`src/rtl/ascon_fsm_moore.sv`:
```
// Moore sequencer for the ASCON-128a datapath: init (p12), AD (p8), two cipher
// blocks (p8) and finalisation (p12). Outputs are registered decodes of the state.
module ascon_fsm_moore (
    input  logic       clock_i,
    input  logic       resetb_i,
    input  logic       start_i,
    input  logic       data_valid_i,
    input  logic [3:0] round_i,
    output logic       end_initialisation_o,
    output logic       end_associate_o,
    output logic       end_cipher1_o,
    output logic       end_cipher2_o,
    output logic       end_o,
    output logic       cipher_valid_o,
    output logic       input_mode_o,
    output logic       en_reg_state_o,
    output logic       en_reg_tag_o,
    output logic       en_reg_cipher_o,
    output logic       bypass_xor_end_o,
    output logic       mode_xor_key_o,
    output logic       en_xor_begin_data_o,
    output logic       en_xor_begin_key_o,
    output logic       en_cpt_double_o,
    output logic       init_p12_o,
    output logic       init_p8_o
);

    typedef enum logic [4:0] {
        IDLE,
        CONF_INIT, FIRST_INIT, ROUNDS_INIT, LAST_INIT, END_INIT,
        CONF_AD,   FIRST_AD,   ROUNDS_AD,   LAST_AD,   END_AD,
        CONF_C1,   FIRST_C1,   ROUNDS_C1,   LAST_C1,   END_C1,
        CONF_C2,   FIRST_C2,   ROUNDS_C2,   LAST_C2,   END_C2,
        CONF_FIN,  FIRST_FIN,  ROUNDS_FIN,  LAST_FIN,  DONE
    } state_t;

    typedef struct packed {
        logic end_init;
        logic end_ad;
        logic end_c1;
        logic end_c2;
        logic end_all;
        logic cipher_valid;
        logic input_mode;
        logic en_state;
        logic en_tag;
        logic en_cipher;
        logic bypass;
        logic mode_key;
        logic xor_data;
        logic xor_key;
        logic en_cpt;
        logic p12;
        logic p8;
    } ctrl_t;

    state_t state;
    state_t state_nxt;
    ctrl_t  ctrl;

    function automatic state_t next_state(input state_t s, input logic start,
                                          input logic dv, input logic [3:0] round);
        state_t n;
        n = IDLE;
        case (s)
            IDLE:        n = start ? CONF_INIT : IDLE;
            CONF_INIT:   n = FIRST_INIT;
            FIRST_INIT:  n = ROUNDS_INIT;
            ROUNDS_INIT: n = (round >= 4'hA) ? LAST_INIT : ROUNDS_INIT;
            LAST_INIT:   n = END_INIT;
            END_INIT:    n = dv ? CONF_AD : END_INIT;
            CONF_AD:     n = FIRST_AD;
            FIRST_AD:    n = ROUNDS_AD;
            ROUNDS_AD:   n = (round >= 4'hA) ? LAST_AD : ROUNDS_AD;
            LAST_AD:     n = END_AD;
            END_AD:      n = dv ? CONF_C1 : END_AD;
            CONF_C1:     n = FIRST_C1;
            FIRST_C1:    n = ROUNDS_C1;
            ROUNDS_C1:   n = (round >= 4'hA) ? LAST_C1 : ROUNDS_C1;
            LAST_C1:     n = END_C1;
            END_C1:      n = dv ? CONF_C2 : END_C1;
            CONF_C2:     n = FIRST_C2;
            FIRST_C2:    n = ROUNDS_C2;
            ROUNDS_C2:   n = (round >= 4'hA) ? LAST_C2 : ROUNDS_C2;
            LAST_C2:     n = END_C2;
            END_C2:      n = dv ? CONF_FIN : END_C2;
            CONF_FIN:    n = FIRST_FIN;
            FIRST_FIN:   n = ROUNDS_FIN;
            ROUNDS_FIN:  n = (round >= 4'hA) ? LAST_FIN : ROUNDS_FIN;
            LAST_FIN:    n = DONE;
            DONE:        n = start ? CONF_INIT : DONE;
            default:     n = IDLE;
        endcase
        return n;
    endfunction

    function automatic ctrl_t decode(input state_t s);
        ctrl_t c;
        c = '0;
        c.bypass = 1'b1;
        case (s)
            CONF_INIT, CONF_FIN:            c.p12 = 1'b1;
            CONF_AD, CONF_C1, CONF_C2:      c.p8  = 1'b1;
            FIRST_INIT: begin
                c.en_state = 1'b1; c.en_cpt = 1'b1; c.input_mode = 1'b1;
            end
            FIRST_AD: begin
                c.en_state = 1'b1; c.en_cpt = 1'b1; c.xor_data = 1'b1;
            end
            FIRST_C1, FIRST_C2: begin
                c.en_state = 1'b1; c.en_cpt = 1'b1; c.xor_data = 1'b1;
                c.en_cipher = 1'b1;
            end
            FIRST_FIN: begin
                c.en_state = 1'b1; c.en_cpt = 1'b1; c.xor_data = 1'b1;
                c.xor_key = 1'b1; c.en_cipher = 1'b1;
            end
            ROUNDS_INIT, ROUNDS_AD, ROUNDS_C1, ROUNDS_C2, ROUNDS_FIN: begin
                c.en_state = 1'b1; c.en_cpt = 1'b1;
            end
            LAST_INIT: begin
                c.en_state = 1'b1; c.bypass = 1'b0; c.mode_key = 1'b1;
            end
            LAST_AD: begin
                c.en_state = 1'b1; c.bypass = 1'b0;
            end
            LAST_C1, LAST_C2:               c.en_state = 1'b1;
            LAST_FIN: begin
                c.en_state = 1'b1; c.bypass = 1'b0; c.mode_key = 1'b1;
                c.en_tag = 1'b1;
            end
            END_INIT:                       c.end_init = 1'b1;
            END_AD:                         c.end_ad = 1'b1;
            END_C1: begin
                c.end_c1 = 1'b1; c.cipher_valid = 1'b1;
            end
            END_C2: begin
                c.end_c2 = 1'b1; c.cipher_valid = 1'b1;
            end
            DONE: begin
                c.end_all = 1'b1; c.cipher_valid = 1'b1;
            end
            default: c.bypass = 1'b1;
        endcase
        return c;
    endfunction

    assign state_nxt = next_state(state, start_i, data_valid_i, round_i);

    // Outputs are decoded from the next state and registered alongside it, so they
    // always equal a decode of the current state register.
    always_ff @(posedge clock_i) begin
        if (resetb_i) begin
            state <= IDLE;
            ctrl  <= decode(IDLE);
        end else begin
            state <= state_nxt;
            ctrl  <= decode(state_nxt);
        end
    end

    assign end_initialisation_o = ctrl.end_init;
    assign end_associate_o      = ctrl.end_ad;
    assign end_cipher1_o        = ctrl.end_c1;
    assign end_cipher2_o        = ctrl.end_c2;
    assign end_o                = ctrl.end_all;
    assign cipher_valid_o       = ctrl.cipher_valid;
    assign input_mode_o         = ctrl.input_mode;
    assign en_reg_state_o       = ctrl.en_state;
    assign en_reg_tag_o         = ctrl.en_tag;
    assign en_reg_cipher_o      = ctrl.en_cipher;
    assign bypass_xor_end_o     = ctrl.bypass;
    assign mode_xor_key_o       = ctrl.mode_key;
    assign en_xor_begin_data_o  = ctrl.xor_data;
    assign en_xor_begin_key_o   = ctrl.xor_key;
    assign en_cpt_double_o      = ctrl.en_cpt;
    assign init_p12_o           = ctrl.p12;
    assign init_p8_o            = ctrl.p8;

endmodule

```
`config.mk`:
```
export PLATFORM = sky130hd
export DESIGN_NAME = ascon_fsm_moore
export DESIGN_NICKNAME = d
export VERILOG_FILES = /design/src/rtl/ascon_fsm_moore.sv
export SDC_FILE = /design/constraint.sdc
export NUM_CORES = 1
export LEC_CHECK = 0
export CAP_MARGIN = 20
export CELL_PAD_IN_SITES_DETAIL_PLACEMENT = 0
export CELL_PAD_IN_SITES_GLOBAL_PLACEMENT = 1
export CORE_ASPECT_RATIO = 1.25
export CORE_MARGIN = 2
export CORE_UTILIZATION = 35
export CTS_CLUSTER_DIAMETER = 100
export DETAILED_ROUTE_END_ITERATION = 10
export PLACE_DENSITY_LB_ADDON = 0.1
export SYNTH_ARGS = -nofsm -noshare
export SYNTH_HDL_FRONTEND = slang
export SYNTH_SLANG_ARGS = --single-unit
```
`constraint.sdc`:
```
create_clock -name clock_i -period 1.8 [get_ports clock_i]
set_input_delay 0.18 -clock clock_i [delete_from_list [all_inputs] [get_ports clock_i]]
set_output_delay 0.18 -clock clock_i [all_outputs]
set_load 0.02 [all_outputs]
```
# Word-level counts from Yosys, hierarchy flattened
# Index checks and enable logic that the tools add are counted.
# totals
ff_bits,22
wordCells,108
output_inout_bits,17
# classes
n_reduce_logical,10
mux,29
n_lt_le_gt_ge,1
n_eq_ne,50
# op_table
op,count
5-bit case mux with 26 select lines,1
"5-bit == test, second input constant",20
"5-bit by 4-bit == test with 1-bit output, second input constant",16
"5-bit by 3-bit == test with 1-bit output, second input constant",8
1-bit two-way mux,22
"5-bit by 2-bit == test with 1-bit output, second input constant",4
15-bit OR reduction,1
3-bit OR reduction,4
"5-bit by 1-bit == test with 1-bit output, second input constant",2
5-bit two-way mux,2
10-bit OR reduction,1
5-bit logical NOT,1
"4-bit greater-or-equal comparator, second input constant",1
2-bit two-way mux,2
4-bit two-way mux,1
2-bit OR reduction,2
4-bit OR reduction,1
3-bit two-way mux,1

# Logic depth before layout (Yosys ltp)
# Gate-level depths: netlist (run 1).
# depth
depth_word,6
depth_mapped,9
mapped_depth_nobuf,7

# Least setup slack after synthesis (run 1)
# No wires, ideal clock.
# synth_path
kind,register to register
startpoint,reg state[0]
endpoint,"reg ctrl, in the netlist bypass_xor_end_o"
path_stages_with_launch,8
slack_ns,-0.030
arrival_time_ns,1.710
t_required_ns,1.680
synth_period_minus_slack_ns,1.830
path_buffers,1
path_cell_list,dfxtp_1 -> buf_6 -> o211a_1 -> nor4_1 -> o21a_1 -> nor3_2 -> or3_1 -> a211o_1
# synth_via
elab_chain_cells,5
elab_cells_between_ends,32
cone_classes,eq/ne (28); mux (2); reduce/logical (2)
# synth_lines
item,line_no,rtl
"start, declared",57,state_t state;
"start signal, assigned",157,state <= state_nxt;
"5-bit == test, or another cell as far along",65,case (s)
5-bit case mux with 26 select lines (*),65,
"5-bit == test, or another cell as far along",101,case (s)
3-bit OR reduction (no source line) (*),-,
1-bit two-way mux (*),101,
"end signal, assigned",155,ctrl <= decode(IDLE);
"end signal, assigned",158,ctrl <= decode(state_nxt);
"end, declared",59,ctrl_t ctrl;
# Mark *: on every way between the ends. The rest lies on a longest branch, timed or not.
# A chain may end at the register's enable or synchronous reset.

# Final worst setup path (run 1)
# layout_path
startpoint,reg state[3]
endpoint,"reg ctrl, in the netlist cipher_valid_o"
# layout_via
elab_chain_cells,5
elab_cells_between_ends,32
cone_classes,eq/ne (28); mux (2); reduce/logical (2)
# layout_lines
item,line_no
"5-bit == test, or another cell as far along",65
5-bit case mux with 26 select lines (*),65
5-bit == test or 5-bit by 4-bit == test with 1-bit output (tied branches),101
3-bit OR reduction (no source line) (*),-
1-bit two-way mux (*),101
# Marked as above.

==> results.json, run 1 <==
{
  "timing.final.crit_share_pct": 112.0,
  "cp-start-kind": "register",
  "die_x_microns": 61.67,
  "yosysTopAreaCellShare_pct": 30.27,
  "insertion_delay_ps": 260,
  "dieArea_sq_um": 4692,
  "ant_nets": 0,
  "period_needed_ps": 2017,
  "switching_power_w": 0.0005683,
  "critPathMaxFanout": 6,
  "grt_max_degree": 22,
  "synth-edff-count": 0,
  "initial_utilization_pct": 36.07,
  "antenna_found_initial": 0,
  "die_h_microns": 76.09,
  "worst_hold_slack_ps": 685.8,
  "pwr_density_cell_nw_per_um2": 701.5,
  "drcViolationCount": 0,
  "wl_per_cell_microns": 14.85,
  "ys_types": 51,
  "synth_warnings": 0,
  "slew_headroom_pct": 58.40,
  "grt_use_total_pct": 21.28,
  "worstSetupPathType": "reg -> reg",
  "rsz0062_at_grt": "yes",
  "p_leak_nw": 1.038,
  "drv_slew": 0,
  "cts-htree-levels": 1,
  "swShare_pct": 31.22,
  "core.rowCount": 26,
  "cap_violations": 0,
  "diodes": 0,
  "cts_root_buf": "clkbuf_8",
  "ys.flop_type": "dfxtp_1",
  "syn_area_per_cell_sq_um": 8.363,
  "p_seq_share_pct": 29.8,
  "grt_pass1_wl_mm": 7.866,
  "required_ps": 1970,
  "synth_cells": 174,
  "p_int_w": 0.001252,
  "hp-class": "in -> reg",
  "core_area_sq_um": 4034,
  "arrival_ps": 2180,
  "drt_iter0_markers": 57,
  "max_freq_mhz": 495.9,
  "outcome": "finished, violations left",
  "clk_path_buf_depth": 2,
  "synthesis.area_sq_um": 1455,
  "hpwl_mm": 3.238,
  "instances_no_fill": 319,
  "peakVddDrop_uv": 384.6,
  "ios": 25,
  "fillCellCount": 352,
  "crit_path_end_kind": "register",
  "avgViaCountPerCell": 5.285,
  "power.total_w": 0.001820,
  "routed_wl_mm": 4.737,
  "yosysTopAreaCell": "dfxtp_1",
  "fin_nets": 272,
  "final_layout_size_suffix_gt1_share_pct": 48.67,
  "cts_buffers": 3,
  "finalSetupTns_ps": -2109,
  "syn_to_final_growth_pct": 78.33,
  "synthesis.nets": 182,
  "violations": "negative setup slack",
  "p_comb_share_pct": 45.2,
  "skew_ps": 9.639,
  "first_pass_iters": 4,
  "ys_seq_area_share_pct": 30.27,
  "clk_pin_slew_ps": 90,
  "grt_overflow": 0,
  "port_buffers": 23,
  "finalSetupViolations": 18,
  "synth_area_leaders": "dfxtp_1 30%, nor2_1 4.9%, buf_6 4.6%, nand2b_1 3.9%, nand2_1 3.4%",
  "fin_ws_ps": -216.6,
  "cts_tree": "built",
  "hold_viol_final": 0,
  "regMostFlops": "state",
  "gp_congestion": 0.8695,
  "placed_cells": 290,
  "largest_register_ffs": 5,
  "grt_pass1_vias": 1739,
  "synth_async_sr_flop_share_pct": 0,
  "via_count": 1686,
  "clockPowerShare_pct": 25.1,
  "cts_sinks": 22,
  "synth-seq-cells": 22,
  "tightest_slew_ps": 622.1
}
metrics by stage:
stage	cell area (sq um)	worst slack, ps	util, %
after floorplan	1465	1.399	-
after global placement	2062	-447.9	51.12
after detailed placement	2062	-512.8	51.12
after CTS	2480	-163.8	61.48
after global routing	2595	-356.3	64.33
final	2595	-216.6	64.33
worst paths after layout:
| path | start | end | slack [ps] | cells after the start |
|---|---|---|---|---|
| setup reg to reg | state[3]$_SDFF_PP0_ | cipher_valid_o$_SDFF_PP0_ | -220 | 10 |
| setup / recovery | state[3]$_SDFF_PP0_ | cipher_valid_o$_SDFF_PP0_ | -220 | 10 |
| hold reg to reg | state[2]$_SDFF_PP0_ | en_cpt_double_o$_SDFF_PP0_ | 840 | 4 |
| hold / removal | data_valid_i | init_p8_o$_SDFF_PP0_ | 690 | 6 |
per-layer routing:
layer	vias to the layer above	wire (microns)	global-route usage, %
li1	835	-	-
met1	804	1891	24.82
met2	39	2604	38.11
met3	8	117	2.207
met4	0	123	7.447
met5	-	0	0
placed cells by master (no fill, tap or decap), types with 4 or more instances in the layout:
cell	count
o21ai_0	4
nand2b_1	7
nor2_2	5
nor4_2	4
nor2_1	13
clkdlybuf4s50_1	19
nand2_1	9
dfxtp_4	4
dfxtp_1	17
buf_4	59
a21oi_1	6
buf_6	11
a31oi_1	6
power groups by stage:
stage | logic [W] | registers (W) | clock network [W]
after floorplan | 0.000322 | 0.000568 | 0
after CTS | 0.000755 | 0.000541 | 0.000461
after global placement | 0.000556 | 0.000554 | 0
after detailed placement | 0.000562 | 0.000554 | 0
final | 0.000822 | 0.000542 | 0.000456
after global routing | 0.000881 | 0.000546 | 0.000490
area by class of cell:
class                      instances  area (sq um)  area share, %
tap                               56         70.07          2.700
sequential                        22         456.7          17.60
multi-input combinational        135          1085          41.80
clock buffer                       3         41.29          1.591
timing repair buffer              99         900.9          34.72
clock inverter                     1         30.03          1.157
inverter                           3         11.26         0.4339
worst max-delay path: stages (launching register included):
cell and delay (ps):
dfxtp_4 380, buf_12 120, buf_8 100, nor2_4 30
and3_4 160, a311o_1 370, nor3_4 210, buf_6 150
buf_6 90, nand4_1 120, a31oi_1 180
kinds of logic (layout without fill, tap and decap cells):
family,count (synthesis),count (layout),synth area share (%)
AOI/OAI and AO/OA,47,47,24.94
xor gates and xnor gates,1,1,0.6020
buffers and inverters,17,106,8.426
DFF,22,22,30.27
muxes,1,1,0.6879
and+or+nand+nor,86,86,35.08
synthesized netlist by cell type, drive strengths merged (2+ instances only):
| cell | number |
|---|---|
| a311o | 2 |
| nor2 | 19 |
| nand4 | 2 |
| buf | 11 |
| nand3 | 3 |
| nand2 | 14 |
| and3 | 2 |
| nand4b | 3 |
| nor4b | 2 |
| o21a | 2 |
| a211oi | 2 |
| and3b | 2 |
| o21ai | 10 |
| a211o | 2 |
| or3b | 2 |
| a21oi | 9 |
| nor2b | 5 |
| dfxtp | 22 |
| clkbuf | 3 |
| o211a | 2 |
| a31oi | 6 |
| nor3 | 7 |
| o211ai | 3 |
| o2bb2ai | 2 |
| or3 | 2 |
| nor4 | 7 |
| inv | 3 |
| nand4bb | 3 |
| nand2b | 9 |
timing repair:
action,CTS,global route
endpoints found under the setup margin,20,20
hold buffers,0,0
endpoints found under the hold margin,0,0
pin swaps,19,17
gates cloned,0,0
buffers inserted,18,8
resized for setup,56,14
(Power assumes the default switching activity.)
==> inputs of run 2 (changes only) <==
--- a/config.mk
+++ b/config.mk
@@ -10,7 +10,7 @@
 export CELL_PAD_IN_SITES_GLOBAL_PLACEMENT = 1
 export CORE_ASPECT_RATIO = 1.25
 export CORE_MARGIN = 2
-export CORE_UTILIZATION = 35
+export CORE_UTILIZATION = 39
 export CTS_CLUSTER_DIAMETER = 100
 export DETAILED_ROUTE_END_ITERATION = 10
 export PLACE_DENSITY_LB_ADDON = 0.1
==> constraint.sdc (replaced) <==
create_clock -name clock_i -period 2.13 [get_ports clock_i]
set_input_delay 0.213 -clock clock_i [delete_from_list [all_inputs] [get_ports clock_i]]
set_output_delay 0.213 -clock clock_i [all_outputs]
set_load 0.02 [all_outputs]
==> results.json, run 2 (synthesis results as in run 1) <==
{
  "r2r-start": "state[0]$_SDFF_PP0_",
  "final_layout_size_suffix_gt1_share_pct": 29.74,
  "routed_wl_mm": 4.221,
  "insertion_delay_ps": 250,
  "core_area_sq_um": 3543,
  "cpMaxStageDelayCell": "clkdlybuf4s50_1",
  "grt_pass1_vias": 1509,
  "placedInstanceArea_sq_um": 1946,
  "violations": "design-rule violations",
  "cts_sinks": 22,
  "cts-htree-levels": 1,
  "worstSetupPathType": "in -> reg",
  "cp.depth": 7,
  "fin_ws_ps": 44.33,
  "fillCellCount": 343,
  "cpMostUsedCell": "nor3_4",
  "slew_headroom_pct": 60.24,
  "wl_met1_mm": 1.724,
  "wl_per_cell_microns": 15.58,
  "die_h_microns": 72.30,
  "peakVddDrop_uv": 546.4,
  "drcViolationCount": 2,
  "cp-startpoint": "round_i[1]",
  "multiInputGateArea_sq_um": 927.1,
  "cp_slowest_stage_delay_ps": 460,
  "crit_path_end_kind": "register",
  "critPathTopFamily": "compound AO/OA/AOI/OAI gates",
  "drt_iter0_markers": 98,
  "pwr_density_cell_nw_per_um2": 578.9,
  "fin_nets": 242,
  "grt_pass1_wl_mm": 6.920,
  "regToRegSetupSlack_ps": 80,
  "place_ws_ps": -216.0,
  "worst_hold_slack_ps": 844.2,
  "crit_buf_inv": 1,
  "cap_violations": 0,
  "period_needed_ps": 2086,
  "final_cell_mix": "45 x buf_4, 22 x clkdlybuf4s50_1, 18 x nor2_1, 17 x dfxtp_1, 13 x nand2_1",
  "crit_chain": "clkdlybuf4s50_1, o21a_1, a311o_1, nor3_4, nor3_4, or3_1, a211o_1",
  "skew_ps": 1.560,
  "dieArea_sq_um": 4239,
  "final_util_pct": 58.02,
  "cts_root_buf": "clkbuf_8",
  "wl_met2_mm": 2.125,
  "cp-endpoint": "bypass_xor_end_o$_SDFF_PP1_",
  "r2r_end": "bypass_xor_end_o$_SDFF_PP1_",
  "grt_max_degree": 17,
  "fin_area_sq_um": 2056,
  "dr_wl_met3_microns": 218,
  "grt_use_total_pct": 20.64,
  "first_pass_iters": 8,
  "timing.final.crit_share_pct": 97.92,
  "instances_no_fill": 271,
  "cts_tree": "built",
  "diodes": 0,
  "placed_cells": 265,
  "hp-class": "reg -> reg",
  "max_freq_mhz": 479.5,
  "die_x_microns": 58.64,
  "core.rowCount": 24,
  "arrival_ps": 2230,
  "hold_viol_final": 0,
  "tightest_slew_ps": 594.5,
  "port_buffers": 23,
  "grt_overflow": 0,
  "required_ps": 2280,
  "p_leak_nw": 0.8017,
  "clk_pin_slew_ps": 70,
  "avgViaCountPerCell": 5.738,
  "final_common_cell": "buf_4",
  "rr_worst_depth": 6,
  "ant_nets": 0,
  "seq_area_sq_um": 451.7,
  "outcome": "finished, violations left",
  "drv_slew": 0,
  "finalSetupViolations": 0,
  "cts_buffers": 3,
  "gp_congestion": 0.8563,
  "hpwl_mm": 3.139,
  "cp-start-kind": "input port",
  "syn_to_final_growth_pct": 41.27,
  "hold_start": "state[2]$_SDFF_PP0_",
  "critPathMaxFanout": 8,
  "largest_register_ffs": 5,
  "routed.top_layer": "met4",
  "ios": 25,
  "antenna_found_initial": 0,
  "initial_utilization_pct": 41.07,
  "via_count": 1555,
  "clk_path_buf_depth": 2,
  "regMostFlops": "state"
}
## run 2: cell types whose count changed in the layout (fill, tap and decap cells not counted), moves of 4 or more
cell     before  now
nand2_1       9   13
nor2_2        5    1
buf_4        59   45
buf_6        11    0
nor2_1       13   18
nor4_1        2    6
## run 2: what timing repair did
action / 4_1_cts / 5_1_grt
hold buffers: 0 / 0
gates resized for setup: 3 / 13
pin swaps: 0 / 8
endpoints found under the setup margin: 12 / 17
buffers inserted: 0 / 3
## run 2: cell type report
type | count | share of cell area (%)
Inverter | 3 | 0.5478
Multi-Input combinational cell | 135 | 45.10
Sequential cell | 22 | 21.97
Timing Repair Buffer | 69 | 28.00
Tap cell | 39 | 2.374
Clock buffer | 3 | 2.009
## run 2: metrics by stage
| stage | setup TNS, ps | power, W |
|---|---|---|
| detailed placement | -2361 | 0.0009175 |
| CTS | 0 | 0.001168 |
| finish | 0 | 0.001190 |
| floorplan | 0 | 0.0007427 |
| global route | -13.31 | 0.001254 |
| global placement | -1547 | 0.0009078 |
## run 2: how the worst min path moves through the flow
stage	to	cells after the start	slack (ps)
6_report	cipher_valid_o$_SDFF_PP0_	4	840
5_1_grt	cipher_valid_o$_SDFF_PP0_	4	910
4_1_cts	cipher_valid_o$_SDFF_PP0_	5	890
3_5_place_dp	cipher_valid_o$_SDFF_PP0_	4	890
3_3_place_gp	cipher_valid_o$_SDFF_PP0_	4	890
2_1_floorplan	state[0]$_SDFF_PP0_	2	500
## run 2: routing by layer
| layer | vias to the layer above | global-route usage (%) |
|---|---|---|
| met3 | 13 | 2.139 |
| met1 | 718 | 26.25 |
| li1 | 765 | - |
| met5 | - | 0 |
| met4 | 0 | 8.838 |
| met2 | 59 | 35.08 |
## run 2: worst reg2reg max path, stage by stage (launching register included)
cell and delay (ps):
dfxtp_4 400, buf_4 160, a311o_1 400, nor3_4 270, nor3_4 100, or3_1 330
a211o_1 290
## run 2: power by group
group,internal (W),switching [W],leakage [nW],total [W]
Clock,0.000126,0.000122,0.0216,0.000247
Combinational,0.000227,0.000249,0.599,0.000477
Sequential,0.000439,0.0000268,0.181,0.000466
